## config.mk

```make
export PLATFORM = sky130hd
export DESIGN_NAME = dcache_vldrty_init
export DESIGN_NICKNAME = d
export VERILOG_FILES = /design/src/rtl/std_cache_pkg.sv /design/src/rtl/dcache_vldrty_init.sv
export SDC_FILE = /design/constraint.sdc
export NUM_CORES = 1
export LEC_CHECK = 0
export ABC_CLOCK_PERIOD_IN_PS = 1500
export BUFFER_PORTS_ARGS = -buffer_cell sky130_fd_sc_hd__buf_4
export CAP_MARGIN = 10
export CELL_PAD_IN_SITES_DETAIL_PLACEMENT = 0
export CELL_PAD_IN_SITES_GLOBAL_PLACEMENT = 2
export CORE_ASPECT_RATIO = 2
export CORE_MARGIN = 1
export CORE_UTILIZATION = 14
export DETAILED_ROUTE_END_ITERATION = 6
export GPL_ROUTABILITY_DRIVEN = 0
export HOLD_SLACK_MARGIN = 0.03
export PLACE_DENSITY = 0.76
export SLEW_MARGIN = 20
export SYNTH_ARGS = -nofsm -noshare
export SYNTH_HDL_FRONTEND = slang
export SYNTH_SLANG_ARGS = --single-unit
```

## constraint.sdc

```tcl
create_clock -name clk_i -period 1.5 [get_ports clk_i]
set_clock_uncertainty 0.1 [all_clocks]
set_input_delay 0.225 -clock clk_i [delete_from_list [all_inputs] [get_ports clk_i]]
set_output_delay 0.225 -clock clk_i [all_outputs]
set_load 0.005 [all_outputs]
```

## src/rtl/std_cache_pkg.sv

```systemverilog
// Shared dcache types and sizing used by the valid/dirty init sequencer.
package std_cache_pkg;

  localparam int unsigned DCACHE_NUM_WORDS = 256;
  localparam int unsigned DCACHE_SET_ASSOC = 8;

  typedef struct packed {
    logic valid;
    logic dirty;
  } vldrty_t;

  typedef enum logic [1:0] {
    StClear,
    StIdle,
    StDrain
  } vldrty_init_state_e;

endpackage

```

## src/rtl/dcache_vldrty_init.sv

```systemverilog
// Clears the valid/dirty SRAM one index per cycle after reset or on request,
// otherwise passes arbiter traffic straight through to the macro.
module dcache_vldrty_init
  import std_cache_pkg::*;
#(
  parameter int unsigned NumWords = DCACHE_NUM_WORDS,
  parameter int unsigned SetAssoc = DCACHE_SET_ASSOC,
  localparam int unsigned AddrWidth = $clog2(NumWords)
) (
  input  logic                          clk_i,
  input  logic                          rst_i,
  input  logic                          init_i,
  input  logic [SetAssoc-1:0]           up_req_i,
  input  logic                          up_we_i,
  input  logic [AddrWidth-1:0]          up_addr_i,
  input  vldrty_t [SetAssoc-1:0]        up_wdata_i,
  input  vldrty_t [SetAssoc-1:0]        up_be_i,
  output logic                          up_gnt_o,
  output logic [SetAssoc-1:0]           ram_req_o,
  output logic                          ram_we_o,
  output logic [AddrWidth-1:0]          ram_addr_o,
  output vldrty_t [SetAssoc-1:0]        ram_wdata_o,
  output vldrty_t [SetAssoc-1:0]        ram_be_o,
  output logic                          busy_o,
  output logic                          done_o
);

  localparam logic [AddrWidth-1:0] LastIdx = AddrWidth'(NumWords - 1);

  vldrty_init_state_e   state_q;
  logic [AddrWidth-1:0] cnt_q;
  logic                 init_q;
  logic                 last_idx;
  logic                 restart;

  assign last_idx = (cnt_q == LastIdx);
  // Only a fresh assertion restarts a running clear, so a held init_i still
  // lets each sequence finish and yields one clear per visit to idle.
  assign restart  = init_i & ~init_q;

  always_ff @(posedge clk_i) begin
    init_q <= init_i;
    if (rst_i) begin
      state_q <= StClear;
      cnt_q   <= '0;
    end else begin
      unique case (state_q)
        StClear: begin
          if (restart) begin
            cnt_q <= '0;
          end else if (last_idx) begin
            state_q <= StIdle;
            cnt_q   <= '0;
          end else begin
            cnt_q <= cnt_q + 1'b1;
          end
        end
        StIdle: begin
          if (init_i) begin
            state_q <= StDrain;
          end
        end
        StDrain: begin
          state_q <= StClear;
          cnt_q   <= '0;
        end
        default: begin
          state_q <= StClear;
          cnt_q   <= '0;
        end
      endcase
    end
  end

  always_comb begin
    up_gnt_o    = 1'b0;
    ram_req_o   = '0;
    ram_we_o    = 1'b0;
    ram_addr_o  = '0;
    ram_wdata_o = '0;
    ram_be_o    = '0;
    busy_o      = 1'b1;
    done_o      = 1'b0;

    unique case (state_q)
      StClear: begin
        ram_req_o  = '1;
        ram_we_o   = 1'b1;
        ram_addr_o = cnt_q;
        ram_be_o   = '1;
        done_o     = last_idx & ~restart;
      end
      StIdle: begin
        // A pending init blocks the grant so the following drain cycle only
        // has to cover reads granted before it.
        if (!init_i) begin
          up_gnt_o    = |up_req_i;
          ram_req_o   = up_req_i;
          ram_we_o    = up_we_i;
          ram_addr_o  = up_addr_i;
          ram_wdata_o = up_wdata_i;
          ram_be_o    = up_be_i;
          busy_o      = 1'b0;
        end
      end
      default: ;
    endcase

    if (rst_i) begin
      up_gnt_o  = 1'b0;
      ram_req_o = '0;
      ram_we_o  = 1'b0;
      busy_o    = 1'b1;
      done_o    = 1'b0;
    end
  end

endmodule

```

==> flow_summary.yaml <==
global_routing:
  antenna_found_initial: 0
  grt_max_degree: 17
  grt_pass1_vias: 1671
  grt-ovfl-total: 0
  grt_pass1_wl_mm: 8.24
  grtUsageTotal_pct: 13.2
cells_and_area:
  diodes: 0
  postLayoutCoreUtil_pct: 34.2
  layoutNonFillerInstCount: 387
  nets: 349
  area_growth_pct: 135
  final_area_um2: 2480
  drive_above_1_share_pct: 62.7
pwr:
  power.density_nw_per_um2: 436
  p_leak_nw: 1.26
  power_mw: 1.08
  ir_drop_uv: 537
cts:
  hold_buffers: 0
  cts_tree: "done"
  path_clk_slew_ns: 0.04
  cts_root_buffer: "clkbuf_16"
  cts.sinks: 11
  ctsLongestPathBuffers: 2
  clkLatencyLatePin_ns: 0.24
  htreeDepth: 1
  cts_buffers: 3
yosys:
  syn_inst: 167
  yosys-top-cells-count: "a21oi_1 (38), and3_1 (18), inv_1 (18)"
  synthArstFlopShare_pct: 0
  yosysUniqueCellTypes: 32
  yosys_register_bits: 11
  synth.top_cell.area_share_pct: 20.8
  ys.flop_type: "dfxtp_1"
  synth_most_common_cell: "a21oi_1"
  syn-cell-area_um2: 1060
  avgSynthCellArea_um2: 6.33
  synth_edf_count: 0
  synth_nets: 220
  ys.warnings.count: 0
  synth_largest_area_cell: "dfxtp_1"
  synthTopCellsByArea: "dfxtp_1 (21%), a21oi_1 (18%), and3_1 (11%)"
  seq_area_frac_synth_pct: 20.8
setup_path:
  critPathMaxFanout: 3
  required_ns: 1.17
  worstRegToRegCells: 5
  crit_arrival_ns: 1.36
  r2r_setup_slack_ns: -0.10
  crit_buf_inv: 1
  cp-end-kind: "output pin"
  crit_family: "simple AND/OR/NAND/NOR gates"
  cp_slowest_cell: "or3_4"
  r2r-end: "cnt_q[5]"
  crit_path_start_kind: "flop"
  path_cells: "or2_1, or3_4, nor2_2, buf_4"
  reg2reg_from: "state_q[1]"
  cp_slowest_stage_delay_ns: 0.39
  crit_type: "reg -> out"
sta:
  period_share_pct: 112
  final.min_clock_period_ns: 1.68
  whs_ns: 0.0889
  drv_slew: 0
  tns_ns: -5.58
  fmax_mhz: 594
  slew_headroom_pct: 73.5
  rsz0062_at_grt: "true"
  final_hold_viol_count: 0
  setup_violations: 53
  tightest_slew_ns: 0.396
  layout_setup_ws_ns: -0.184
run:
  maxCapViolCount: 0
outcome:
  status: "finished with violations"
  violations: "setup timing"
drt:
  firstDrtPassIters: 4
  wl_per_cell_um: 14.0
  antenna_left: 0
  drc: 0
  num_vias: 1678
  routed_wl_mm: 5.43
  drtIter0Drc: 22
  routed_via_density: 4.34
place:
  place_ws_ns: -0.0296
  dpl-instance-area_um2: 2110
  dp_cells: 377
  port_buffers: 103
  hpwl_mm: 4.07
floorplanning:
  die_h_um: 125
  start_util_pct: 14.5
  design.core.area_um2: 7270
  die-area_um2: 7920
  rows: 44
  io_pins: 104
  die_w_um: 63.5
hold_path:
  min_to: "init_q"
  hp-start: "init_i"
  worstHoldPathType: "in -> reg"
  holdPathStages: 1
cell families after synthesis:
group                    after synthesis  share of synthesized area, %
AND/OR/NAND/NOR                       71                          37.9
AO/OA/AOI/OAI                         53                          28.4
buffers and inverters                 31                          11.7
adder cells (fa/ha/maj)                1                          1.18
flip-flops                            11                          20.8
cells in the final DEF (no fill, tap or decap), types with 4 or more instances in the layout:
cell / n
nor2b_1: 7
nor2_1: 11
buf_8: 4
a21oi_2: 29
nand3_1: 5
a21oi_1: 9
dfxtp_1: 9
buf_4: 127
inv_1: 18
nand2_1: 11
and3_1: 18
per-layer routing:
metal	part of all wire [%]	GRT usage, %
met1	35	12.8
met2	59	26.6
met3	4.5	1.83
met4	1.9	4.41
met5	0	0
timing repair:
item                                   4_1_cts  5_1_grt
cloned                                       4        0
endpoints found under the hold margin        0        0
pin swaps                                    8       15
setup endpoints to repair                   52       57
buffers inserted                             2        2
gates resized for setup                     53        9
report_power, final:
part           total [mW]  internal [mW]  leakage (nW)  switching [mW]
clock               0.486          0.357        0.0382           0.129
combinational       0.292          0.174          1.14           0.118
sequential          0.306          0.301        0.0909         0.00459
registers in the layout, summed over array words and instances, names as in the netlist:
name     flops
init_q       1
state_q      2
cnt_q        8
worst max path at each step:
| stage | from | cells after the start | slack (ns) | endpoint |
|---|---|---|---|---|
| after floorplan | state_q[0] | 4 | 0.02 | ram_be_o[10] |
| after global placement | state_q[0] | 4 | -0.0003 | ram_be_o[8] |
| after detailed placement | state_q[0] | 4 | -0.03 | ram_be_o[7] |
| after CTS | state_q[1] | 4 | -0.20 | done_o |
| after global routing | state_q[1] | 4 | -0.24 | up_gnt_o |
| final | state_q[1] | 4 | -0.18 | done_o |
final cells by class:
| class | instances | area [um2] |
|---|---|---|
| multi-input cells | 126 | 887 |
| fillers | 812 | 4780 |
| inverters | 18 | 67.6 |
| clock buffers | 4 | 78.8 |
| repair buffers | 136 | 1110 |
| well taps | 92 | 115 |
| flip-flops and latches | 11 | 225 |
Power figures use the tool's default switching activity.
